--- src/rtl/demultiplexor_pkg.sv ---
// Shared constants for the stream demultiplexor: default geometry and the
// saturating error-counter definition.
package demultiplexor_pkg;

  localparam int ANCHO_DEF     = 4;
  localparam int CANALES_DEF   = 4;
  localparam int ANCHO_SEL_DEF = 3;

  localparam int                   CNT_ERR_W   = 8;
  localparam logic [CNT_ERR_W-1:0] CNT_ERR_MAX = 8'd255;

  // Increment that sticks at the ceiling instead of wrapping to zero.
  function automatic logic [CNT_ERR_W-1:0] sat_inc(input logic [CNT_ERR_W-1:0] v);
    return (v == CNT_ERR_MAX) ? CNT_ERR_MAX : v + 8'd1;
  endfunction

endpackage

--- src/rtl/canal_registro.sv ---
// One output channel: a single-entry holding register with valid bit that
// supports load, drain and same-cycle load+drain, and reads zero when empty.
module canal_registro
  import demultiplexor_pkg::*;
#(
  parameter int ANCHO = ANCHO_DEF
) (
  input  logic             clk,
  input  logic             rst_n,
  input  logic             load_i,
  input  logic [ANCHO-1:0] data_i,
  input  logic             y_ready_i,
  output logic             ready_o,
  output logic             y_valid_o,
  output logic [ANCHO-1:0] y_data_o
);

  logic             valid_q, valid_d;
  logic [ANCHO-1:0] data_q,  data_d;
  logic             drain;

  assign drain   = valid_q & y_ready_i;
  // Space is available if empty, or if the current word leaves this same edge.
  assign ready_o = ~valid_q | y_ready_i;

  always_comb begin
    // NOTE: every always_comb output gets a default first so no path can infer a latch.
    valid_d = valid_q;
    data_d  = data_q;
    if (load_i) begin
      valid_d = 1'b1;
      data_d  = data_i;
    end else if (drain) begin
      valid_d = 1'b0;
      data_d  = '0;
    end
  end

  // NOTE: the data register is reset too, because an empty channel must present zero data.
  always_ff @(posedge clk or negedge rst_n) begin
    if (!rst_n) begin
      // NOTE: sequential state uses non-blocking assignments so all registers update together.
      valid_q <= 1'b0;
      data_q  <= '0;
    end else begin
      valid_q <= valid_d;
      data_q  <= data_d;
    end
  end

  assign y_valid_o = valid_q;
  assign y_data_o  = data_q;

endmodule

--- src/rtl/demultiplexor_stream.sv ---
// Routes a valid/ready input stream to one of CANALES output channels chosen by
// a 1-based selector; words with an illegal selector are dropped and counted.
module demultiplexor_stream
  import demultiplexor_pkg::*;
#(
  parameter int ANCHO     = ANCHO_DEF,
  parameter int CANALES   = CANALES_DEF,
  parameter int ANCHO_SEL = ANCHO_SEL_DEF
) (
  input  logic                     clk,
  input  logic                     rst_n,
  input  logic                     x_valid,
  output logic                     x_ready,
  input  logic [ANCHO-1:0]         x_data,
  input  logic [ANCHO_SEL-1:0]     x_sel,
  output logic [CANALES-1:0]       y_valid,
  input  logic [CANALES-1:0]       y_ready,
  output logic [CANALES*ANCHO-1:0] y_data,
  output logic                     err_sel,
  output logic [CNT_ERR_W-1:0]     cnt_err
);

  logic [CANALES-1:0]   sel_oh;
  logic [CANALES-1:0]   ch_ready;
  logic [CANALES-1:0]   ch_load;
  logic                 sel_legal;
  logic                 drop;

  logic                 err_sel_q, err_sel_d;
  logic [CNT_ERR_W-1:0] cnt_err_q, cnt_err_d;

  // Selector value k maps to channel k-1; 0 and anything above CANALES decode to no channel.
  always_comb begin
    sel_oh = '0;
    for (int i = 0; i < CANALES; i++) begin
      if (x_sel == ANCHO_SEL'(i + 1)) sel_oh[i] = 1'b1;
    end
  end

  assign sel_legal = |sel_oh;
  assign x_ready   = sel_legal ? |(sel_oh & ch_ready) : 1'b1;
  assign ch_load   = {CANALES{x_valid}} & sel_oh & ch_ready;
  assign drop      = x_valid & ~sel_legal;

  for (genvar g = 0; g < CANALES; g++) begin : g_canal
    canal_registro #(
      .ANCHO (ANCHO)
    ) u_canal (
      .clk       (clk),
      .rst_n     (rst_n),
      .load_i    (ch_load[g]),
      .data_i    (x_data),
      .y_ready_i (y_ready[g]),
      .ready_o   (ch_ready[g]),
      .y_valid_o (y_valid[g]),
      .y_data_o  (y_data[g*ANCHO +: ANCHO])
    );
  end

  always_comb begin
    err_sel_d = drop;
    cnt_err_d = drop ? sat_inc(cnt_err_q) : cnt_err_q;
  end

  always_ff @(posedge clk or negedge rst_n) begin
    if (!rst_n) begin
      err_sel_q <= 1'b0;
      cnt_err_q <= '0;
    end else begin
      err_sel_q <= err_sel_d;
      cnt_err_q <= cnt_err_d;
    end
  end

  assign err_sel = err_sel_q;
  assign cnt_err = cnt_err_q;

endmodule

--- config.mk ---
export PLATFORM = sky130hd
export DESIGN_NAME = demultiplexor_stream
export DESIGN_NICKNAME = d
export VERILOG_FILES = /design/src/rtl/demultiplexor_pkg.sv /design/src/rtl/canal_registro.sv /design/src/rtl/demultiplexor_stream.sv
export SDC_FILE = /design/constraint.sdc
export NUM_CORES = 1
export LEC_CHECK = 0
export CORE_ASPECT_RATIO = 1.5
export CORE_MARGIN = 5
export CORE_UTILIZATION = 43
export CTS_BUF_LIST = sky130_fd_sc_hd__clkbuf_8
export DETAILED_ROUTE_END_ITERATION = 8
export PLACE_DENSITY = 0.77
export SLEW_MARGIN = 20
export SYNTH_ARGS = -nofsm -noshare
export SYNTH_HDL_FRONTEND = slang
export SYNTH_SLANG_ARGS = --single-unit
--- constraint.sdc ---
create_clock -name clk -period 1.41 [get_ports clk]
set_input_delay 0.282 -clock clk [delete_from_list [all_inputs] [get_ports clk]]
set_output_delay 0.282 -clock clk [all_outputs]
set_load 0.01 [all_outputs]
==> flow_summary.json, run 1 <==
{
  "p_sw_frac": 0.330,
  "drc": 0,
  "synth_ff_type": "dfrtp_1",
  "grt_pass1_wl_um": 6760,
  "switchingPower_mw": 0.919,
  "fmax_mhz": 620,
  "end_kind": "output pin",
  "setup_ws_ns": -0.202,
  "synth-edff-count": 0,
  "critical_path.max_fanout": 3,
  "crit_family": "flip-flops",
  "reg2regPathDepth": 6,
  "finalSetupViolations": 1,
  "fp.dieH_um": 81.1,
  "violations": "setup timing",
  "yosysWarnings": 0,
  "ios": 44,
  "p_int_mw": 1.87,
  "grt_max_degree": 30,
  "min_path_cells": 3,
  "cts.clk_slew.worst_paths_ns": 0.07,
  "crit_required_ns": 1.13,
  "syn_area_per_cell_sq_um": 10.9,
  "path_cells": "nor4bb_1 -> a31oi_1 -> nor2_1 -> a31oi_1 -> buf_2",
  "clock_latency_ns": 0.28,
  "slew_violations": 0,
  "syn_inst": 133,
  "cts_buffers": 5,
  "dieArea_sq_um": 4650,
  "cp_common_cell": "a31oi_1",
  "cts.root.buffer_cell": "clkbuf_8",
  "track_usage": 0.190,
  "antenna_found_initial": 0,
  "ctsHoldBuffers": 0,
  "start_util": 0.454,
  "p_per_area_nw_per_um2": 1230,
  "diodes": 0,
  "viasPerCell": 5.44,
  "fin_area_sq_um": 2260,
  "cts.sinks": 29,
  "hpwl_um": 3070,
  "fin_util": 0.707,
  "core-area_sq_um": 3190,
  "async_reset_ff_frac": 1.00,
  "cp.depth": 5,
  "area_growth_syn_to_layout_pct": 55.9,
  "crit_buf_inv": 1,
  "synth.most_common_cell": "dfrtp_1",
  "worst_pin_slew_ns": 0.424,
  "hold_slack_ns": 0.358,
  "start_kind": "flop",
  "io_buffer_count": 43,
  "period_share": 1.14,
  "clkPwrFrac": 0.232,
  "status": "complete, but fails checks",
  "synth_cell_types": 33,
  "first_iter_violations": 45,
  "p_seq_frac": 0.402,
  "crit_path_max_incr_delay_ns": 0.40,
  "timing.slew.headroom": 0.714,
  "clock_path_buffers": 2,
  "gr-total-overflow": 0,
  "cts_tree": "yes",
  "synth_area_sq_um": 1450,
  "yosys-top-cells-area": "dfrtp_1 50%, a22o_1 7.3%, o21ai_0 4.1%",
  "synthTopCellsByCount": "29 x dfrtp_1, 12 x a22o_1, 12 x o21ai_0, 10 x nor2_1, 9 x nand2_1",
  "globalplace.congestion": 0.889,
  "pwr-share-comb": 0.366,
  "drive_gt1_frac": 0.308,
  "die_x_um": 57.4,
  "rsz0062_at_grt": "true",
  "ys_ff_latch": 29,
  "wl_per_cell_um": 16.1,
  "hold_viol": 0,
  "fin_skew_ns": 0.00396,
  "ir_drop_mv": 1.09,
  "post-synth-top-area-cell": "dfrtp_1",
  "cts-htree-levels": 2,
  "netlist.area_leader.share": 0.501,
  "vias": 1382,
  "critPathKind": "flop to output pin",
  "hp-class": "input port to flop",
  "ys_seq_area_frac": 0.501,
  "arrival_ns": 1.33,
  "maxCapViolCount": 0,
  "final_nets": 228,
  "min_period_ns": 1.61,
  "placed_cell_area_sq_um": 2120,
  "syn_nets": 148,
  "slowest_stage": "dfrtp_1",
  "leakagePower_nw": 1.17,
  "postRouteWirelength_um": 4090,
  "first_global_vias": 1488,
  "fp-row-count": 25,
  "ant_nets": 0,
  "dr.pass1.iters": 4
}
[power by group through the flow]
| stage | sequential (mW) | clock, mW | combinational [mW] |
|---|---|---|---|
| floorplan | 1.22 | 0 | 0.296 |
| global placement | 1.15 | 0 | 0.907 |
| detailed placement | 1.17 | 0 | 0.933 |
| CTS | 1.12 | 0.653 | 0.967 |
| global route | 1.14 | 0.704 | 1.11 |
| finish | 1.12 | 0.646 | 1.02 |
[cell families (layout without fill, tap and decap cells)]
family,Yosys count,count (layout),share of synthesized area
AO/OA/AOI/OAI,36,36,0.178
adder cells (fa/ha/maj),1,1,0.00864
buffers and inverters,12,93,0.0475
flip-flops,29,29,0.501
multiplexers,9,9,0.0691
AND/OR/NAND/NOR,46,46,0.195
[tightest hold or removal path: cells and delay by family]
| family | cells | cell delay (ns) |
|---|---|---|
| compound gates | 2 | 0.17 |
| buf+inv | 1 | 0.15 |
[metrics by stage]
step,total power [mW],TNS (ns),setup slack [ns],cells
floorplan,1.52,-0.108,-0.0627,133
global placement,2.05,-11.05,-0.666,238
detailed placement,2.10,-12.11,-0.704,238
CTS,2.74,-0.202,-0.202,253
global route,2.96,-0.292,-0.291,254
finish,2.79,-0.202,-0.202,254
[placed cells by master, fill, tap and decap left out, drive strengths merged]
| cell type | count |
|---|---|
| a22o | 12 |
| or3 | 1 |
| nand3 | 3 |
| mux2 | 5 |
| dlygate4sd2 | 29 |
| a32oi | 4 |
| mux2i | 4 |
| inv | 5 |
| nor2 | 10 |
| nand2 | 9 |
| nor2b | 5 |
| clkbuf | 6 |
| clkinv | 2 |
| clkdlybuf4s50 | 6 |
| a2bb2o | 1 |
| buf | 41 |
| and3 | 2 |
| clkdlybuf4s15 | 2 |
| and4bb | 2 |
| a31oi | 2 |
| nand2b | 5 |
| nand4 | 4 |
| dfrtp | 29 |
| nor4bb | 1 |
| a41oi | 1 |
| o21ai | 12 |
| a21oi | 3 |
| ha | 1 |
| dlymetal6s2s | 2 |
| nand4b | 2 |
| a21boi | 1 |
| and4 | 2 |
[layout make-up]
class                           count  area (sq um)
Inverter                            4          15.0
Sequential cell                    29           727
Fill cell                         266           933
Multi-Input combinational cell     92           692
Clock buffer                        5          68.8
Clock inverter                      3          13.8
Timing Repair Buffer               81           691
Tap cell                           40          50.0
[registers in the layout, summed over array words and instances (netlist names)]
name and flops:
err_sel 1, cnt_err 8, g_canal.u_canal.y_valid_o 4, g_canal.u_canal.y_data_o 16
[path summary, 6_finish.rpt]
path | startpoint | to | slack, ns
min | y_ready[2] | g_canal[2].u_canal.y_data_o[3]$_DFFE_PN0P_ | 0.36
max | g_canal[3].u_canal.y_valid_o$_DFFE_PN0P_ | x_ready | -0.20
min reg2reg | g_canal[0].u_canal.y_data_o[2]$_DFFE_PN0P_ | g_canal[0].u_canal.y_data_o[2]$_DFFE_PN0P_ | 0.50
min in group asynchronous | rst_n | g_canal[1].u_canal.y_data_o[3]$_DFFE_PN0P_ | 0.37
max reg2reg | cnt_err[1]$_DFFE_PN0P_ | cnt_err[5]$_DFFE_PN0P_ | 0.05
max in group asynchronous | rst_n | cnt_err[5]$_DFFE_PN0P_ | 0.87
[repair_timing]
| action | 4_1_cts | 5_1_grt |
|---|---|---|
| gates cloned | 0 | 0 |
| setup endpoints to repair | 51 | 9 |
| pin swaps | 7 | 4 |
| buffers inserted | 7 | 1 |
| resized for setup | 52 | 12 |
[metal layers]
metal  share of wire  vias to the layer above  routed length, um  GRT usage
met4           0.018                        0                 75     0.0974
met2            0.56                       45               2300      0.355
met3           0.059                        9                243     0.0509
met5               0                        -                  0          0
li1                -                      657                  -          -
met1            0.36                      671               1470      0.188
Power figures use the tool's default switching activity.
==> run 2: changes to the inputs <==
SKIP_CTS_REPAIR_TIMING = 1   (was default)
==> run 2 against run 1 <==
Effect of this change:
- the flow still finishes with violations (setup timing)
- combinational power increased by 9%
- register-to-register slack about the same
- first-iteration DRC count decreased by 4.4%
- global-route usage shrank 0.50 points
- critical path depth did not move
- critical path type unchanged
- clock-buffer cell count did not move
- clock skew down 0.0013 ns
- non-clock buffer count unchanged
- sequential power up 4%
- total power up 4.7%
- final area grew 7.0%
==> flow_summary.json, run 2 (synthesis results as in run 1) <==
{
  "p_per_area_nw_per_um2": 1210,
  "finalSetupViolations": 2,
  "critPathKind": "flop to output pin",
  "hold_viol": 0,
  "min_period_ns": 1.61,
  "worst_pin_slew_ns": 0.370,
  "antenna_found_initial": 0,
  "rsz0062_at_grt": "true",
  "fmax_mhz": 622,
  "mostFrequentLayoutCells": "34 x dlymetal6s2s_1, 33 x buf_4, 25 x dfrtp_1",
  "arrival_ns": 1.33,
  "fp.dieH_um": 81.1,
  "cts_buffers": 5,
  "wl_per_cell_um": 17.0,
  "fillers": 229,
  "clock_path_buffers": 2,
  "status": "complete, but fails checks",
  "drc": 0,
  "maxCapViolCount": 0,
  "critical_path.max_fanout": 3,
  "violations": "setup timing",
  "grt_max_degree": 30,
  "setup_tns_ns": -0.199,
  "area_growth_syn_to_layout_pct": 66.9,
  "fin_skew_ns": 0.00267,
  "track_usage": 0.185,
  "hold_slack_ns": 0.352,
  "ios": 44,
  "die_x_um": 57.4,
  "cts.root.buffer_cell": "clkbuf_8",
  "hpwl_um": 3070,
  "timing.slew.headroom": 0.751,
  "hp-class": "input port to flop",
  "vias": 1380,
  "leakagePower_nw": 1.54,
  "crit_required_ns": 1.13,
  "final_common_cell": "dlymetal6s2s_1",
  "io_buffer_count": 43,
  "drive_gt1_frac": 0.332,
  "first_iter_violations": 43,
  "end_kind": "output pin",
  "first_global_vias": 1450,
  "final_nets": 228,
  "setup_ws_ns": -0.197,
  "diodes": 0,
  "fp-row-count": 25,
  "largest_register_ffs": 16,
  "dr.pass1.iters": 4,
  "period_share": 1.14,
  "ir_drop_mv": 1.07,
  "grt_pass1_wl_um": 6590,
  "viasPerCell": 5.43,
  "cts-htree-levels": 2,
  "ant_nets": 0,
  "start_util": 0.454,
  "postRouteWirelength_um": 4320,
  "globalplace.congestion": 0.889,
  "start_kind": "flop",
  "slew_violations": 0,
  "preCtsSetupSlack_ns": -0.704,
  "cts.clk_slew.worst_paths_ns": 0.06,
  "core-area_sq_um": 3190,
  "finalPower_mw": 2.92,
  "gr-total-overflow": 0,
  "cts.sinks": 29,
  "cts_tree": "yes",
  "dieArea_sq_um": 4650,
  "clock_latency_ns": 0.27
}
## run 2: cell types whose count changed in the layout (fill, tap and decap cells not counted), sizes merged
cell	delta
buf	-2
clkbuf	+1
clkdlybuf4s15	-2
dlygate4sd2	-29
dlymetal6s2s	+32
## run 2: critical path, cell delays in order, from the launching register on
cell and delay, ns:
dfrtp_1 0.40, nor4bb_1 0.15, a31oi_1 0.15, nor2_1 0.07
a31oi_1 0.14, buf_2 0.15
## run 2: per-layer routing
| layer | vias to the layer above | part of all wire | track usage |
|---|---|---|---|
| met5 | - | 0 | 0 |
| met1 | 665 | 0.36 | 0.185 |
| met3 | 8 | 0.056 | 0.0509 |
| met4 | 0 | 0.017 | 0.0974 |
| li1 | 650 | - | - |
| met2 | 57 | 0.57 | 0.342 |
## run 2: layout make-up
class                   count  area, sq um  area share
repair buffers             81          807       0.334
flip-flops and latches     29          731       0.302
multi-input cells          92          728       0.301
clock buffers               5         68.8      0.0285
well taps                  40         50.0      0.0207
inverters                   4         17.5     0.00725
clock inverters             3         13.8     0.00570
## run 2: metrics by stage
stage               area [sq um]  cells  utilization
floorplan                   1450    133            -
global placement            2120    238        0.663
detailed placement          2120    238        0.663
CTS                         2200    246        0.689
global route                2420    254        0.757
finish                      2420    254        0.757
## run 2: worst paths after layout
kind                                                            startpoint                                          to  slack [ns]  cells past startpoint
worst max-delay path              g_canal[3].u_canal.y_valid_o$_DFFE_PN0P_                                     x_ready       -0.20                      5
worst min-delay path                                            y_ready[1]  g_canal[1].u_canal.y_data_o[3]$_DFFE_PN0P_        0.35                      3
worst max register to register                      cnt_err[1]$_DFFE_PN0P_                      cnt_err[5]$_DFFE_PN0P_        0.04                      6
worst min register to register  g_canal[0].u_canal.y_data_o[2]$_DFFE_PN0P_  g_canal[0].u_canal.y_data_o[2]$_DFFE_PN0P_        0.50                      1
max in group asynchronous                                            rst_n                      cnt_err[4]$_DFFE_PN0P_        0.86                      2
min in group asynchronous                                            rst_n  g_canal[1].u_canal.y_data_o[3]$_DFFE_PN0P_        0.37                      2
## run 2: where the power goes
group	internal [mW]	total, mW	switching (mW)
registers	1.00	1.17	0.170
clock network	0.334	0.640	0.306
logic	0.640	1.11	0.466
total	1.97	2.92	0.942
